## src/rtl/datamem_arbiter_if.sv

```systemverilog
// Bus bundle between the two requesters (CPU load/store port, debug/loader
// port), the data-memory arbiter and the data memory itself.
//
// Handshake: each requester raises X_req together with a stable X_we,
// X_addr and X_wdata and holds all of them until it sees X_ack=1.
// X_ack is a single-cycle pulse. The write commits at the rising edge that
// ends the ack cycle. Read data on X_rdata is valid only while X_ack=1.
// After the ack cycle the requester either drops X_req or presents its
// next transaction. X_req has no combinational path to X_ack or mem_we.
interface datamem_arbiter_if #(
    parameter int AW = 32,
    parameter int DW = 32,
    parameter int CW = 16
);
    // CPU load/store port
    logic          cpu_req;
    logic          cpu_we;
    logic [AW-1:0] cpu_addr;
    logic [DW-1:0] cpu_wdata;
    logic          cpu_ack;
    logic [DW-1:0] cpu_rdata;
    logic          cpu_stall;

    // Debug / program loader port
    logic          dbg_req;
    logic          dbg_we;
    logic [AW-1:0] dbg_addr;
    logic [DW-1:0] dbg_wdata;
    logic          dbg_lock;
    logic          dbg_ack;
    logic [DW-1:0] dbg_rdata;

    // Data memory side (combinational read, write on rising clk)
    logic [AW-1:0] mem_a;
    logic [DW-1:0] mem_wd;
    logic          mem_we;
    logic [DW-1:0] mem_rd;

    // Saturating per-port transaction counters
    logic [CW-1:0] cpu_cnt;
    logic [CW-1:0] dbg_cnt;

    // Arbiter side
    modport slave (
        input  cpu_req, cpu_we, cpu_addr, cpu_wdata,
        output cpu_ack, cpu_rdata, cpu_stall,
        input  dbg_req, dbg_we, dbg_addr, dbg_wdata, dbg_lock,
        output dbg_ack, dbg_rdata,
        output mem_a, mem_wd, mem_we,
        input  mem_rd,
        output cpu_cnt, dbg_cnt
    );

    // Requester / memory environment side
    modport master (
        output cpu_req, cpu_we, cpu_addr, cpu_wdata,
        input  cpu_ack, cpu_rdata, cpu_stall,
        output dbg_req, dbg_we, dbg_addr, dbg_wdata, dbg_lock,
        input  dbg_ack, dbg_rdata,
        input  mem_a, mem_wd, mem_we,
        output mem_rd,
        input  cpu_cnt, dbg_cnt
    );
endinterface

```

## src/rtl/datamem_arbiter.sv

```systemverilog
// Round-robin arbiter sharing one data memory between the CPU load/store
// port and the debug/loader port. Every transaction is one IDLE arbitration
// cycle followed by one grant cycle, so peak throughput is one access per
// two cycles. dbg_lock keeps the CPU out entirely while it is high.
// The FSM state is exported on fsm_state for observation.
module datamem_arbiter #(
    parameter int AW = 32,
    parameter int DW = 32,
    parameter int CW = 16
) (
    input  logic                    clk,
    input  logic                    rst_n,
    datamem_arbiter_if.slave        bus,
    output logic [1:0]              fsm_state
);

    typedef enum logic [1:0] {
        IDLE    = 2'd0,
        GNT_CPU = 2'd1,
        GNT_DBG = 2'd2
    } state_t;

    // Which requester was served most recently (round-robin pointer)
    localparam logic LAST_CPU = 1'b0;
    localparam logic LAST_DBG = 1'b1;

    localparam logic [CW-1:0] CNT_MAX = {CW{1'b1}};

    state_t        state_q;
    state_t        state_d;
    logic          last_q;
    logic [CW-1:0] cpu_cnt_q;
    logic [CW-1:0] dbg_cnt_q;

    logic          cpu_elig;
    logic          dbg_elig;

    // The CPU is only a candidate while debug does not hold the lock
    assign cpu_elig = bus.cpu_req & ~bus.dbg_lock;
    assign dbg_elig = bus.dbg_req;

    // State register: reset lands in IDLE with DBG as last so the CPU wins the first tie
    always_ff @(posedge clk or negedge rst_n) begin
        if (!rst_n) begin
            state_q <= IDLE;
        end else begin
            state_q <= state_d;
        end
    end

    // Next-state: arbitrate in IDLE, every grant lasts exactly one cycle
    always_comb begin
        state_d = IDLE;
        case (state_q)
            IDLE: begin
                if (cpu_elig && dbg_elig) begin
                    state_d = (last_q == LAST_DBG) ? GNT_CPU : GNT_DBG;
                end else if (cpu_elig) begin
                    state_d = GNT_CPU;
                end else if (dbg_elig) begin
                    state_d = GNT_DBG;
                end else begin
                    state_d = IDLE;
                end
            end
            GNT_CPU: state_d = IDLE;
            GNT_DBG: state_d = IDLE;
            default: state_d = IDLE;
        endcase
    end

    // Outputs: memory bus, acks and read data are decoded from state only (Moore)
    always_comb begin
        bus.mem_a     = '0;
        bus.mem_wd    = '0;
        bus.mem_we    = 1'b0;
        bus.cpu_ack   = 1'b0;
        bus.cpu_rdata = '0;
        bus.dbg_ack   = 1'b0;
        bus.dbg_rdata = '0;
        case (state_q)
            GNT_CPU: begin
                bus.mem_a     = bus.cpu_addr;
                bus.mem_wd    = bus.cpu_wdata;
                bus.mem_we    = bus.cpu_we;
                bus.cpu_ack   = 1'b1;
                bus.cpu_rdata = bus.mem_rd;
            end
            GNT_DBG: begin
                bus.mem_a     = bus.dbg_addr;
                bus.mem_wd    = bus.dbg_wdata;
                bus.mem_we    = bus.dbg_we;
                bus.dbg_ack   = 1'b1;
                bus.dbg_rdata = bus.mem_rd;
            end
            default: begin
                bus.mem_a     = '0;
                bus.mem_wd    = '0;
                bus.mem_we    = 1'b0;
                bus.cpu_ack   = 1'b0;
                bus.cpu_rdata = '0;
                bus.dbg_ack   = 1'b0;
                bus.dbg_rdata = '0;
            end
        endcase
    end

    // Round-robin pointer: remember who was served at the edge ending a grant
    always_ff @(posedge clk or negedge rst_n) begin
        if (!rst_n) begin
            last_q <= LAST_DBG;
        end else if (state_q == GNT_CPU) begin
            last_q <= LAST_CPU;
        end else if (state_q == GNT_DBG) begin
            last_q <= LAST_DBG;
        end
    end

    // CPU transaction counter: counts completed grants, holds at all-ones
    always_ff @(posedge clk or negedge rst_n) begin
        if (!rst_n) begin
            cpu_cnt_q <= '0;
        end else if ((state_q == GNT_CPU) && (cpu_cnt_q != CNT_MAX)) begin
            cpu_cnt_q <= cpu_cnt_q + 1'b1;
        end
    end

    // Debug transaction counter: counts completed grants, holds at all-ones
    always_ff @(posedge clk or negedge rst_n) begin
        if (!rst_n) begin
            dbg_cnt_q <= '0;
        end else if ((state_q == GNT_DBG) && (dbg_cnt_q != CNT_MAX)) begin
            dbg_cnt_q <= dbg_cnt_q + 1'b1;
        end
    end

    // The CPU freezes while its access is pending, and always while debug holds the lock
    assign bus.cpu_stall = (bus.cpu_req & ~bus.cpu_ack) | (bus.cpu_req & bus.dbg_lock);

    assign bus.cpu_cnt = cpu_cnt_q;
    assign bus.dbg_cnt = dbg_cnt_q;
    assign fsm_state   = state_q;

endmodule

```

## src/flat_wrapper.sv

```systemverilog
// flat-port wrapper written by rule: the top's interface ports become plain ports
module datamem_arbiter_flat 
#(
    parameter int AW = 32,
    parameter int DW = 32,
    parameter int CW = 16
)
  (clk, rst_n, fsm_state, bus_cpu_req, bus_cpu_we, bus_cpu_addr, bus_cpu_wdata, bus_cpu_ack, bus_cpu_rdata, bus_cpu_stall, bus_dbg_req, bus_dbg_we, bus_dbg_addr, bus_dbg_wdata, bus_dbg_lock, bus_dbg_ack, bus_dbg_rdata, bus_mem_a, bus_mem_wd, bus_mem_we, bus_mem_rd, bus_cpu_cnt, bus_dbg_cnt);
  datamem_arbiter_if #(.AW(AW), .DW(DW), .CW(CW)) bus_i ();
  input  logic clk;
  input  logic rst_n;
  output logic [1:0] fsm_state;
  input wire logic [$bits(bus_i.cpu_req)-1:0] bus_cpu_req;
  input wire logic [$bits(bus_i.cpu_we)-1:0] bus_cpu_we;
  input wire logic [$bits(bus_i.cpu_addr)-1:0] bus_cpu_addr;
  input wire logic [$bits(bus_i.cpu_wdata)-1:0] bus_cpu_wdata;
  output wire logic [$bits(bus_i.cpu_ack)-1:0] bus_cpu_ack;
  output wire logic [$bits(bus_i.cpu_rdata)-1:0] bus_cpu_rdata;
  output wire logic [$bits(bus_i.cpu_stall)-1:0] bus_cpu_stall;
  input wire logic [$bits(bus_i.dbg_req)-1:0] bus_dbg_req;
  input wire logic [$bits(bus_i.dbg_we)-1:0] bus_dbg_we;
  input wire logic [$bits(bus_i.dbg_addr)-1:0] bus_dbg_addr;
  input wire logic [$bits(bus_i.dbg_wdata)-1:0] bus_dbg_wdata;
  input wire logic [$bits(bus_i.dbg_lock)-1:0] bus_dbg_lock;
  output wire logic [$bits(bus_i.dbg_ack)-1:0] bus_dbg_ack;
  output wire logic [$bits(bus_i.dbg_rdata)-1:0] bus_dbg_rdata;
  output wire logic [$bits(bus_i.mem_a)-1:0] bus_mem_a;
  output wire logic [$bits(bus_i.mem_wd)-1:0] bus_mem_wd;
  output wire logic [$bits(bus_i.mem_we)-1:0] bus_mem_we;
  input wire logic [$bits(bus_i.mem_rd)-1:0] bus_mem_rd;
  output wire logic [$bits(bus_i.cpu_cnt)-1:0] bus_cpu_cnt;
  output wire logic [$bits(bus_i.dbg_cnt)-1:0] bus_dbg_cnt;
  assign bus_i.cpu_req = bus_cpu_req;
  assign bus_i.cpu_we = bus_cpu_we;
  assign bus_i.cpu_addr = bus_cpu_addr;
  assign bus_i.cpu_wdata = bus_cpu_wdata;
  assign bus_cpu_ack = bus_i.cpu_ack;
  assign bus_cpu_rdata = bus_i.cpu_rdata;
  assign bus_cpu_stall = bus_i.cpu_stall;
  assign bus_i.dbg_req = bus_dbg_req;
  assign bus_i.dbg_we = bus_dbg_we;
  assign bus_i.dbg_addr = bus_dbg_addr;
  assign bus_i.dbg_wdata = bus_dbg_wdata;
  assign bus_i.dbg_lock = bus_dbg_lock;
  assign bus_dbg_ack = bus_i.dbg_ack;
  assign bus_dbg_rdata = bus_i.dbg_rdata;
  assign bus_mem_a = bus_i.mem_a;
  assign bus_mem_wd = bus_i.mem_wd;
  assign bus_mem_we = bus_i.mem_we;
  assign bus_i.mem_rd = bus_mem_rd;
  assign bus_cpu_cnt = bus_i.cpu_cnt;
  assign bus_dbg_cnt = bus_i.dbg_cnt;
  datamem_arbiter #(.AW(AW), .DW(DW), .CW(CW)) u_core (.clk(clk), .rst_n(rst_n), .bus(bus_i), .fsm_state(fsm_state));
endmodule
```

## config.mk

```make
export PLATFORM = sky130hd
export DESIGN_NAME = datamem_arbiter_flat
export DESIGN_NICKNAME = d
export VERILOG_FILES = /design/src/rtl/datamem_arbiter_if.sv /design/src/rtl/datamem_arbiter.sv /design/src/flat_wrapper.sv
export SDC_FILE = /design/constraint.sdc
export NUM_CORES = 1
export LEC_CHECK = 0
export BUFFER_PORTS_ARGS = -buffer_cell sky130_fd_sc_hd__buf_4
export CORE_AREA = 2 2 130 132
export DETAILED_ROUTE_END_ITERATION = 8
export DIE_AREA = 0 0 132 134
export PLACE_DENSITY = 0.53
export RECOVER_POWER = 25
export SLEW_MARGIN = 20
export SYNTH_ARGS = -nofsm -noshare
export SYNTH_HDL_FRONTEND = slang
export SYNTH_SLANG_ARGS = --single-unit
```

## constraint.sdc

```tcl
create_clock -name clk -period 2.15 [get_ports clk]
set_input_delay 0.1075 -clock clk [delete_from_list [all_inputs] [get_ports clk]]
set_output_delay 0.1075 -clock clk [all_outputs]
set_load 0.02 [all_outputs]
```

==> impl_metrics.ini, run 1 <==
[run_status]
status = finished clean

[power]
finalPower_uw = 3210
leakagePower_uw = 0.00297
power_switching_uw = 1200
power_density_mw_per_mm2 = 563
seqPwrFrac_pct = 28.2
clkPwrFrac_pct = 26.3
swShare_pct = 37.3
ir_drop_uv = 378
power_frac_comb_pct = 45.4
p_int_uw = 2010

[sta]
post-route-period-util_pct = 94.7
period_needed_ps = 2040
hold_viol_final = 0
slew_viol_final = 0
max_freq_mhz = 491
relSlewSlack_pct = 41.5
setup-tns-final_ps = 0
setup_viol = 0
worstMarginPinSlew_ps = 878
rsz0062_at_grt = no
skew_ps = 3.32

[logic_synthesis]
ys_seq_elements = 35
syn_area_per_cell_um2 = 9.16
synthesis.nets = 484
synth.top_cell.area_share_pct = 29.8
async_flop_share_pct = 100
syn_area_mm2 = 0.00286
yosysTopAreaCell = dfrtp_1
ys.flop_type = dfrtp_1
yosysSeqAreaShare_pct = 30.7
netlist_instances = 312
synth_area_leaders = dfrtp_1 30%, a22o_1 20%, and2_1 14%
yosysUniqueCellTypes = 45
synth_edf_count = 0
synth_warnings = 0

[floorplan]
die_y_um = 134
rows = 47
die_area_mm2 = 0.0177
start_util_pct = 17.5
io_pins = 333
die_w_um = 132
coreArea_mm2 = 0.0163

[place]
gp_congestion = 0.791
dpl.hpwl_um = 13400
portBuffers = 332

[cells_and_area]
final_common_cell = buf_4
area_growth_pct = 99.6
drive_gt1_share_pct = 53.8
diodes = 0
final_cell_mix = 314 x buf_4, 65 x a22o_1, 64 x and2_1, 34 x dfrtp_1, 22 x clkbuf_1
nets = 807

[routing]
drt-initial-drc-count = 119
drt-pass1-iter-count = 4
vias_per_cell = 4.31
drt.antenna.violating_nets = 0
drc = 0
vias = 3693
wirelength_um = 15700
wire_per_inst_um = 18.4

[clocking]
cts_tree = built
cts.path.max_buffers = 2
cts_root_buffer = clkbuf_16
clkLatencyLatePin_ps = 280
htreeDepth = 2
cts.sinks = 35
cts_setup_buffers = 0
numCtsBuffers = 5
path_clk_slew_ps = 50

[global_routing]
antenna_found_initial = 1
grt_first_pass_wirelength_um = 23100
grt_max_degree = 52
grt_pass1_vias = 3828
grt_overflow = 0
grt_usage_pct = 16.7

[critical_path]
crit_arrival_ps = 1930
cp.required_ps = 2040
r2r_slack_ps = 200
reg2reg_from = u_core.bus.dbg_cnt[0]
crit_type = reg -> out
critPathCaptureType = output pin
startpoint_type = flip-flop
cp-startpoint = u_core.fsm_state[0]
critical_path.max_fanout = 14

[min_path]
hp-start = bus_dbg_req
hold_class = in -> reg

[flow_run]
cap_violations = 0
## logic make-up (layout without fill, tap and decap cells)
group | Yosys count | count (layout) | synth area share [%]
AO/OA/AOI/OAI | 74 | 74 | 22.5
XOR/XNOR | 24 | 24 | 7.36
AND/OR/NAND/NOR | 138 | 138 | 30.6
multiplexers | 6 | 6 | 2.36
adder cells (fa/ha/maj) | 5 | 5 | 2.19
flip-flops | 35 | 35 | 30.7
buffers and inverters | 30 | 354 | 4.29
## critical path, cell delays in order, from the launching register on
cell and delay (ps):
dfrtp_1 370, inv_1 70, ha_1 320, and2_2 240
buf_4 200, a22o_1 280, buf_4 170
## cell usage after synthesis, drive strengths merged (5+ instances only)
library cell   n
a22o          65
and2          66
clkbuf        20
dfrtp         34
ha             5
inv            5
mux2           6
nand2         15
nand3          9
nand4          9
nor2          11
nor3          10
xnor2          7
xor2          17
## stage by stage
step / utilization [%] / hold WS (ps) / instances / cell area (um^2) / worst slack, ps
2_1_floorplan: - / -188 / 312 / 2860 / 36.3
3_3_place_gp: 34.4 / 90.9 / 847 / 5610 / 326
3_5_place_dp: 34.4 / 95.2 / 847 / 5610 / 230
4_1_cts: 35.5 / 5.35 / 856 / 5790 / 95.7
5_1_grt: 35.0 / 18.1 / 856 / 5700 / 34.9
6_report: 35.0 / 6.49 / 856 / 5700 / 113
## power by group through the flow
stage	combinational (uW)	clock [uW]	sequential [uW]
after floorplan	597	0	998
after global placement	1510	0	903
after detailed placement	1530	0	915
after CTS	1540	870	904
after global routing	1560	899	923
final	1460	845	905
## routing by layer
| layer | GRT usage, % | part of all wire [%] | vias to the layer above | routed length [um] |
|---|---|---|---|---|
| li1 | - | - | 1781 | - |
| met1 | 19.4 | 39 | 1744 | 6090 |
| met2 | 31.3 | 54 | 155 | 8450 |
| met3 | 4.46 | 6.6 | 11 | 1040 |
| met4 | 2.42 | 0.89 | 2 | 140 |
| met5 | 0 | 0.10 | - | 16 |
## flip-flops by register name, summed over array words and instances, names as in the netlist
name / cells
u_core.bus.cpu_cnt: 16
u_core.fsm_state: 2
u_core.last_q: 1
u_core.bus.dbg_cnt: 16
## final timing paths
kind | end | cells after the start
worst min-delay path | u_core.fsm_state[0] | 2
max in group asynchronous | u_core.bus.dbg_cnt[4] | 2
worst min register to register | u_core.bus.dbg_cnt[15] | 1
worst max register to register | u_core.bus.dbg_cnt[1] | 5
worst max-delay path | bus_mem_a[29] | 6
min in group asynchronous | u_core.bus.dbg_cnt[14] | 2
## final cells by class
cell class                      count  area [um^2]
Clock buffer                        6          139
Clock inverter                      2         35.0
Sequential cell                    35          877
Fill cell                        1745        10600
Timing Repair Buffer              340         2490
Inverter                            6         22.5
Multi-Input combinational cell    247         1860
Tap cell                          220          275
## repair_timing
item	4_1_cts	5_1_grt
hold buffers	1	0
gates resized for setup	0	0
setup endpoints to repair	0	0
hold endpoints to repair	34	0
Power figures use the tool's default switching activity.
==> run 2: changes to the inputs <==
BUFFER_PORTS_ARGS = default   (was -buffer_cell sky130_fd_sc_hd__buf_4)
CORE_AREA = 5 5 127 129   (was 2 2 130 132)
DONT_BUFFER_PORTS = 1   (was default)
PLACE_DENSITY = 0.37   (was 0.53)
==> run 2 against run 1 <==
First-iteration DRC count decreased by 4.2%. Clock skew up 1.5 ps. Flip-flop and latch count is the same. Largest cell class is now multi-input gates.
==> impl_metrics.ini, run 2 (synthesis gave the netlist of run 1 again) <==
[run_status]
status = finished clean

[flow_run]
cap_violations = 0

[routing]
drc = 0
wirelength_um = 14100
drt-pass1-iter-count = 6
vias_per_cell = 4.99
vias = 2696
drt-initial-drc-count = 114
wire_per_inst_um = 26.1
drt.antenna.violating_nets = 0

[floorplan]
die_w_um = 132
die_area_mm2 = 0.0177
die_y_um = 134
io_pins = 333
start_util_pct = 19.2
coreArea_mm2 = 0.0149
rows = 45

[critical_path]
crit_cells = 6
crit_chain = inv_1 > ha_1 > and2_2 > buf_12 > a22o_1 > buf_12
cp_slowest_cell = dfrtp_1
critPathTopFamily = buffers and inverters
crit_arrival_ps = 1960
rr_worst_depth = 5
cpPeakStageDelay_ps = 370
cp.required_ps = 2040
startpoint_type = flip-flop
critPathCaptureType = output pin
crit_type = reg -> out
worst_path_most_repeated_cell = buf_12
cp_num_buf_inv = 3
critical_path.max_fanout = 65

[clocking]
path_clk_slew_ps = 50
clkLatencyLatePin_ps = 280
cts.path.max_buffers = 2
cts_root_buffer = clkbuf_16
cts.sinks = 35
cts_tree = built
htreeDepth = 2
cts_setup_buffers = 0
numCtsBuffers = 5

[sta]
setup_viol = 0
slew_viol_final = 0
hold_viol_final = 0
rsz0062_at_grt = no
setup_slack_ps = 80.1
relSlewSlack_pct = 41.3
max_freq_mhz = 483
setup-tns-final_ps = 0
period_needed_ps = 2070
post-route-period-util_pct = 96.3
worstMarginPinSlew_ps = 881
skew_ps = 4.77

[global_routing]
grt_max_degree = 66
grt_pass1_vias = 2826
antenna_found_initial = 3
grt_usage_pct = 14.4
grt_first_pass_wirelength_um = 19400
grt_overflow = 0

[cells_and_area]
stdcell_count = 540
nets = 520
fill_cells = 1621
area_growth_pct = 29.2
final_common_cell = a22o_1
final_cell_mix = 65 x a22o_1, 64 x and2_1, 34 x dfrtp_1, 20 x clkbuf_1
design_area_mm2 = 0.00369
drive_gt1_share_pct = 16.3

[power]
ir_drop_uv = 318
leakagePower_uw = 0.00157
power_density_mw_per_mm2 = 715

[min_path]
hold_class = in -> reg
holdPathStages = 3

[place]
gp_congestion = 0.821
dp_slack_ps = 238
place_area_mm2 = 0.00358
dpl.hpwl_um = 12300
portBuffers = 0
place_inst = 526
run 2: cell count changes in the layout (fill, tap and decap cells not counted), sizes merged:
| cell | previous run | this run |
|---|---|---|
| clkinv | 2 | 1 |
| bufinv | 1 | 0 |
| diode | 0 | 3 |
| clkbuf | 29 | 26 |
| buf | 316 | 33 |
| dlygate4sd3 | 1 | 2 |
run 2: final timing paths:
path,start,endpoint,slack [ps]
setup reg to reg,u_core.bus.dbg_cnt[2],u_core.bus.dbg_cnt[15],290
hold / removal,bus_dbg_lock,u_core.fsm_state[0],20
hold reg to reg,u_core.last_q,u_core.fsm_state[0],500
min in group asynchronous,rst_n,u_core.bus.cpu_cnt[13],490
max in group asynchronous,rst_n,u_core.bus.cpu_cnt[3],1110
setup / recovery,u_core.fsm_state[0],bus_mem_a[16],80
run 2: stage by stage:
stage          power, uW  hold slack, ps  util, %
2_1_floorplan       1600            -188        -
3_3_place_gp        2020            -187     24.0
3_5_place_dp        2020            -187     24.0
4_1_cts             2750            29.6     25.2
5_1_grt             2790            62.5     24.7
6_report            2640            21.4     24.7
run 2: worst register-to-register path, delay by kind of cell, from the launching register on:
family                 cells  cell delay [ps]
AND/OR/NAND/NOR            3              910
buffers and inverters      1              360
flip-flops                 1              340
XOR/XNOR                   1              170
run 2: report_power, final:
part	internal (uW)	switching (uW)	total [uW]	leakage (uW)
clock network	431	261	692	0.0000652
logic	363	758	1120	0.00103
registers	762	64.2	826	0.000467
total	1560	1080	2640	0.00157
run 2: per-layer routing:
metal	global-route usage [%]	up-vias	routed length [um]
met3	5.66	12	1180
met1	17.9	1317	5780
met5	0	-	7
met2	23.8	157	6940
met4	2.97	2	179
li1	-	1208	-
run 2: final cells by class:
cell class | instances | area (um^2) | share of cell area [%]
Clock buffer | 8 | 136 | 3.69
Inverter | 6 | 22.5 | 0.610
Tap cell | 188 | 235 | 6.37
Sequential cell | 35 | 877 | 23.8
Antenna cell | 3 | 7.51 | 0.203
Timing Repair Buffer | 53 | 549 | 14.9
Multi-Input combinational cell | 247 | 1860 | 50.5
run 2: timing repair:
| action | 4_1_cts | 5_1_grt |
|---|---|---|
| resized for setup | 0 | 1 |
| setup endpoints to repair | 0 | 14 |
| hold buffers | 3 | 0 |
| hold endpoints to repair | 37 | 0 |
